==> src/rtl/nr4sdp_pkg.sv <==
// nr4sdp_pkg: shared constants and types for the NR4SD+ serial decoder.
//   NDIG  - digits per operand (last one is modified-Booth format)
//   W     - reconstructed operand width (2*NDIG)
//   ACC_W - accumulator width; three guard bits so the running sum never wraps
//   CNT_W - digit counter width
package nr4sdp_pkg;

  localparam int NDIG  = 8;
  localparam int W     = 2 * NDIG;
  localparam int ACC_W = W + 3;
  localparam int CNT_W = $clog2(NDIG);

  typedef enum logic [1:0] {
    IDLE    = 2'd0,
    COLLECT = 2'd1,
    DONE    = 2'd2
  } state_e;

  // Signed radix-4 digit, range -2..+2.
  typedef logic signed [2:0] digit_t;

  // True when a full-width sum does not fit in signed W bits: the bits from
  // W-1 upward must all equal the sign for the value to be representable.
  function automatic logic acc_ovf(input logic signed [ACC_W-1:0] a);
    logic [ACC_W-W:0] top;
    top = a[ACC_W-1:W-1];
    return !((&top) || (~|top));
  endfunction

endpackage

==> src/rtl/nr4sdp_digit_decode.sv <==
// nr4sdp_digit_decode: combinational decode of one recoded digit.
//   onep_i/onem_i/twop_i - NR4SD+ code bits (used when is_mb_i=0)
//   sign_i/one_i/two_i   - modified-Booth code bits (used when is_mb_i=1)
//   is_mb_i              - selects the MB format (top digit of the operand)
//   digit_o              - signed digit value -2..+2
//   illegal_o            - illegal code seen (only when NR4SDP_ILLEGAL_CHK_EN)
// Build option NR4SDP_ILLEGAL_CHK_EN: when defined, multi-hot codes are
// flagged and decode as 0; otherwise illegal_o is 0 and a priority decode
// (twop>onep>onem, two>one) resolves multi-hot codes.
module nr4sdp_digit_decode
  import nr4sdp_pkg::*;
(
  input  logic   onep_i,
  input  logic   onem_i,
  input  logic   twop_i,
  input  logic   sign_i,
  input  logic   one_i,
  input  logic   two_i,
  input  logic   is_mb_i,
  output digit_t digit_o,
  output logic   illegal_o
);

  always_comb begin
    digit_o   = '0;
    illegal_o = 1'b0;
    if (is_mb_i) begin
      if (two_i)      digit_o = 3'sd2;
      else if (one_i) digit_o = 3'sd1;
      // sign with zero magnitude stays 0, which is a legal encoding
      if (sign_i) digit_o = -digit_o;
`ifdef NR4SDP_ILLEGAL_CHK_EN
      illegal_o = one_i & two_i;
`endif
    end else begin
      if (twop_i)      digit_o = 3'sd2;
      else if (onep_i) digit_o = 3'sd1;
      else if (onem_i) digit_o = -3'sd1;
`ifdef NR4SDP_ILLEGAL_CHK_EN
      illegal_o = (onep_i & onem_i) | (onep_i & twop_i) | (onem_i & twop_i);
`endif
    end
`ifdef NR4SDP_ILLEGAL_CHK_EN
    if (illegal_o) digit_o = '0;
`endif
  end

endmodule

==> src/rtl/nr4sdp_serial_decoder.sv <==
// nr4sdp_serial_decoder: rebuilds a W-bit two's-complement operand from its
// recoded digit stream, one digit per in_valid/in_ready handshake, as
// sum d_i * 4^i. Digits 0..NDIG-2 are NR4SD+, digit NDIG-1 is modified-Booth.
//   clk, rst            - clock, synchronous active-high reset
//   in_valid/in_ready   - digit handshake
//   dig_onep/onem/twop  - NR4SD+ code bits
//   dig_sign/one/two    - MB code bits
//   out_valid/out_ready - result handshake
//   result, ovf, err    - value, signed-range overflow, illegal-code flag
// Build option NR4SDP_ILLEGAL_CHK_EN enables illegal-code detection (err);
// without it err stays 0.
//
// State table:
//   IDLE    | waiting for digit 0
//   COLLECT | accumulating digits 1..NDIG-1
//   DONE    | result presented, input stalled until out_ready
module nr4sdp_serial_decoder
  import nr4sdp_pkg::*;
(
  input  logic         clk,
  input  logic         rst,
  input  logic         in_valid,
  output logic         in_ready,
  input  logic         dig_onep,
  input  logic         dig_onem,
  input  logic         dig_twop,
  input  logic         dig_sign,
  input  logic         dig_one,
  input  logic         dig_two,
  output logic         out_valid,
  input  logic         out_ready,
  output logic [W-1:0] result,
  output logic         ovf,
  output logic         err
);

  state_e                  state_q, state_d;
  logic [CNT_W-1:0]        cnt_q, cnt_d;
  logic signed [ACC_W-1:0] acc_q, acc_d;
  logic [W-1:0]            result_q, result_d;
  logic                    ovf_q, ovf_d;
  logic                    err_q, err_d;
  logic                    err_frm_q, err_frm_d;

  digit_t                  dig;
  logic                    dig_ill;
  logic                    is_mb;
  logic                    xfer;
  logic                    handoff;
  logic                    in_ready_c;
  logic                    out_valid_c;
  logic signed [ACC_W-1:0] dig_term;
  logic signed [ACC_W-1:0] acc_sum;

  assign is_mb   = (cnt_q == CNT_W'(NDIG - 1));
  assign xfer    = in_valid & in_ready_c;
  assign handoff = out_valid_c & out_ready;

  nr4sdp_digit_decode u_dec (
    .onep_i    (dig_onep),
    .onem_i    (dig_onem),
    .twop_i    (dig_twop),
    .sign_i    (dig_sign),
    .one_i     (dig_one),
    .two_i     (dig_two),
    .is_mb_i   (is_mb),
    .digit_o   (dig),
    .illegal_o (dig_ill)
  );

  // Sign-extend the digit, then weight it by 4^i.
  assign dig_term = {{(ACC_W-3){dig[2]}}, dig} <<< {cnt_q, 1'b0};
  assign acc_sum  = acc_q + dig_term;

  // State register
  always_ff @(posedge clk) begin
    if (rst) state_q <= IDLE;
    else     state_q <= state_d;
  end

  // Next-state logic
  always_comb begin
    state_d = state_q;
    case (state_q)
      IDLE, COLLECT: if (xfer) state_d = is_mb ? DONE : COLLECT;
      DONE:          if (out_ready) state_d = IDLE;
      default:       state_d = IDLE;
    endcase
  end

  // Output logic
  always_comb begin
    in_ready_c  = 1'b1;
    out_valid_c = 1'b0;
    if (state_q == DONE) begin
      in_ready_c  = 1'b0;
      out_valid_c = 1'b1;
    end
  end

  // Datapath next values
  always_comb begin
    cnt_d     = cnt_q;
    acc_d     = acc_q;
    result_d  = result_q;
    ovf_d     = ovf_q;
    err_d     = err_q;
    err_frm_d = err_frm_q;
    if (xfer) begin
      acc_d     = acc_sum;
      err_frm_d = err_frm_q | dig_ill;
      if (is_mb) begin
        // counter parks at NDIG-1 while DONE; it is cleared on handoff
        result_d = acc_sum[W-1:0];
        ovf_d    = acc_ovf(acc_sum);
        err_d    = err_frm_q | dig_ill;
      end else begin
        cnt_d = cnt_q + 1'b1;
      end
    end
    if (handoff) begin
      cnt_d     = '0;
      acc_d     = '0;
      err_frm_d = 1'b0;
      err_d     = 1'b0;
    end
  end

  always_ff @(posedge clk) begin
    if (rst) begin
      cnt_q     <= '0;
      acc_q     <= '0;
      result_q  <= '0;
      ovf_q     <= 1'b0;
      err_q     <= 1'b0;
      err_frm_q <= 1'b0;
    end else begin
      cnt_q     <= cnt_d;
      acc_q     <= acc_d;
      result_q  <= result_d;
      ovf_q     <= ovf_d;
      err_q     <= err_d;
      err_frm_q <= err_frm_d;
    end
  end

  assign in_ready  = in_ready_c;
  assign out_valid = out_valid_c;
  assign result    = result_q;
  assign ovf       = ovf_q;
  assign err       = err_q;

endmodule

==> config.mk <==
export PLATFORM = sky130hd
export DESIGN_NAME = nr4sdp_serial_decoder
export DESIGN_NICKNAME = d
export VERILOG_FILES = /design/src/rtl/nr4sdp_pkg.sv /design/src/rtl/nr4sdp_digit_decode.sv /design/src/rtl/nr4sdp_serial_decoder.sv
export SDC_FILE = /design/constraint.sdc
export NUM_CORES = 1
export LEC_CHECK = 0
export BUFFER_PORTS_ARGS = -buffer_cell sky130_fd_sc_hd__buf_2
export CELL_PAD_IN_SITES_DETAIL_PLACEMENT = 0
export CELL_PAD_IN_SITES_GLOBAL_PLACEMENT = 2
export CORE_MARGIN = 2
export CORE_UTILIZATION = 34
export DETAILED_ROUTE_END_ITERATION = 8
export PLACE_DENSITY_LB_ADDON = 0.1
export SKIP_LAST_GASP = 1
export SLEW_MARGIN = 25
export SYNTH_ARGS = -nofsm -noshare
export SYNTH_HDL_FRONTEND = slang
export SYNTH_SLANG_ARGS = --single-unit
==> constraint.sdc <==
create_clock -name clk -period 4.7 [get_ports clk]
set_clock_uncertainty 0.05 [all_clocks]
set_input_delay 0 -clock clk [delete_from_list [all_inputs] [get_ports clk]]
set_output_delay 0 -clock clk [all_outputs]
set_load 0.005 [all_outputs]
==> results.tsv <==
metric	value	unit
Max Buffers Root-to-Sink	2	
Clk pin slew, worst setup/hold paths	0.08	ns
Slew Limit Headroom	45.99	%
CTS root buffer	clkbuf_8	
critical path class	flop to flop	
Mapped Area	2695	um^2
Synth Register Bits	41	
Mapped Cells	354	
status	complete, no violations	
post-route ant nets	0	
VDD IR-drop max	0.0001148	V
reg2reg path depth	16	
RSZ-0062 raised after global routing	no	
Least-Margin Pin Slew	0.8102	ns
hold path depth	2	
final wirelength	7379	um
Skew-Pair Late Insertion Delay	0.30	ns
IO buf count	28	
Distinct cells, synth	55	
vias	2488	
post-route setup TNS	0	ns
largest net degree at the start of global routing	24	
Num CTS Buffers	5	
final count of pins violating max slew	0	
vias in the first global route	2374	
dpl cell area	2907	um^2
Rows	32	
final hold vios	0	
EDFF count, synth	0	
Final #Nets	405	
Worst Setup End Kind	flop	
CTS tree	built	
GR Overflow Total	0	
DRC	0	
Post-synth ARST share	0	%
P_leak	1.280	nW
TritonRoute pass-1 iters	4	
Area Overhead vs Synth	11.98	%
ratio of final minimum period to clock period	88.46	%
core area	7687	um^2
Max Fanout on Critical Path	16	
Ys Warns	0	
RePlAce Congestion	0.7967	
H-tree levels	2	
number of max-cap violations	0	
post-route cell area	3018	um^2
Starting Density	35.06	%
Avg Vias per Cell	5.227	
power per cell area	261.9	nW/um^2
global-route wire length before repair	12230	um
CTS sink cnt	41	
drt wl/cell	15.50	um
Req. time, crit path	4.82	ns
Syn Nets	385	
Hold Path Class	primary input to flop	
total routing usage reported by global routing	18.15	%
die area	8655	um^2
layout cells sized above 1	12.83	%
HPWL Detailed	5476	um
Max Fclk	0.2405	GHz
Total Power	0.0007904	W
# diodes	0	
Crit path arrival time	4.28	ns
startpoint type of the worst setup path	flop	
sequential share of the synthesized area	30.45	%
Die W	93.03	um
final setup fails	0	
minimum clock period	4.157	ns
1st-iter DRT viols	71	
most common flop cell mapped by yosys	dfxtp_1	
Ports	30	
Syn Area/Cell	7.613	um^2
initial antenna violation count	0	
Die H	93.03	um
## per-layer routing
| metal | vias to the layer above | share of wire (%) | GRT usage, % |
|---|---|---|---|
| met2 | 38 | 50 | 31.82 |
| met3 | 8 | 2.2 | 3.143 |
| li1 | 1298 | - | - |
| met5 | - | 0 | 0 |
| met1 | 1144 | 47 | 23.44 |
| met4 | 0 | 0.92 | 3.676 |
## worst max-delay path: stages, from the launching register on
cell	delay, ns
dfxtp_2	0.41
ha_1	0.23
ha_1	0.28
o32ai_1	0.51
nand2b_1	0.23
nor3_1	0.20
ha_1	0.21
inv_1	0.06
fa_1	0.40
nor2b_1	0.21
o2111ai_1	0.18
a32oi_1	0.34
a21o_1	0.17
a21oi_1	0.07
xor2_1	0.28
o21a_1	0.17
nor2_1	0.04
## cell usage in the layout (no fill, tap or decap), drive strengths merged, types with 2 or more instances in the layout
master and instances:
inv 11, nor3 11, o21a 6, or3 2, a211oi 6, nand2b 7
buf 32, dfxtp 41, a22oi 2, nand3 6, xor2 9, dlygate4sd3 2
nand2 70, a21o 4, ha 20, a31oi 3, o22ai 7, a311oi 2
a21oi 46, and3 2, a41oi 3, o211ai 5, xnor2 9, o21ai 12
and2 2, nor2 24, clkbuf 6, o21bai 3, o211a 2
## flip-flops by register name, indices dropped and copies added, names as in the netlist
name and count:
cnt_q 3, state_q 2, acc_q 19, result 16, ovf 1
## cells by family (layout without fill, tap and decap cells)
logic type / Yosys count / in the layout / share of synthesized area (%)
fa+ha+maj: 21 / 21 / 10.03
buf+inv: 32 / 52 / 4.735
compound gates: 112 / 112 / 26.79
simple gates: 128 / 128 / 21.08
flops: 41 / 41 / 30.46
mux: 1 / 1 / 0.3714
xor+xnor: 18 / 18 / 6.407
other cells: 1 / 1 / 0.1391
## cells in the mapped netlist (all sizes together), types with 3 or more instances
cell type / instances / share of area (%)
buf: 6 / 1.1
dfxtp: 41 / 30
a41oi: 3 / 0.98
o21ai: 12 / 2.2
a211oi: 6 / 1.9
nand3: 6 / 1.3
nor2: 24 / 3.3
nand2: 70 / 9.7
xnor2: 9 / 2.9
a31oi: 3 / 0.70
ha: 20 / 9.3
nor3: 11 / 2.0
clkbuf: 15 / 2.1
a21oi: 46 / 8.5
a21o: 4 / 1.1
o22ai: 7 / 1.6
xor2: 9 / 3.5
o21a: 6 / 1.7
o211ai: 5 / 1.6
o21bai: 3 / 0.97
nand2b: 7 / 1.6
inv: 11 / 1.5
## layout make-up
class | instances | area [um^2]
Timing Repair Buffer | 34 | 190.2
Sequential cell | 41 | 822.0
Tap cell | 102 | 127.6
Inverter | 11 | 41.29
Clock inverter | 1 | 7.507
Clock buffer | 6 | 82.58
Fill cell | 846 | 4669
Multi-Input combinational cell | 281 | 1747
## repair_timing
item                                    CTS  global route
setup buffers                             0             0
hold buffers                              2             0
resized for setup                         0             1
endpoints found under the hold margin     2             0
endpoints found under the setup margin    0             1
## metrics by stage
stage / setup slack, ns / hold slack (ns) / std cells / util [%]
2_1_floorplan: 1.088 / 0.06652 / 354 / -
3_3_place_gp: 0.4801 / 0.2230 / 467 / 37.81
3_5_place_dp: 0.4745 / 0.2263 / 467 / 37.81
4_1_cts: 0.3962 / 0.05256 / 476 / 39.24
5_1_grt: 0.1595 / 0.07984 / 476 / 39.26
6_report: 0.5426 / 0.05687 / 476 / 39.26
## final timing paths
kind                            startpoint          to  slack [ns]
worst max register to register    cnt_q[0]  result[10]        0.54
worst max-delay path              cnt_q[0]  result[10]        0.54
worst min-delay path                   rst  state_q[1]        0.06
worst min register to register   result[6]   result[6]        0.40
## where the power goes
part           total (W)  switching [W]  leakage, nW  internal, W
combinational   0.000168       0.000105        0.903    0.0000637
sequential      0.000373      0.0000118        0.333     0.000361
clock           0.000249       0.000132       0.0433     0.000116
(Power assumes the default switching activity.)
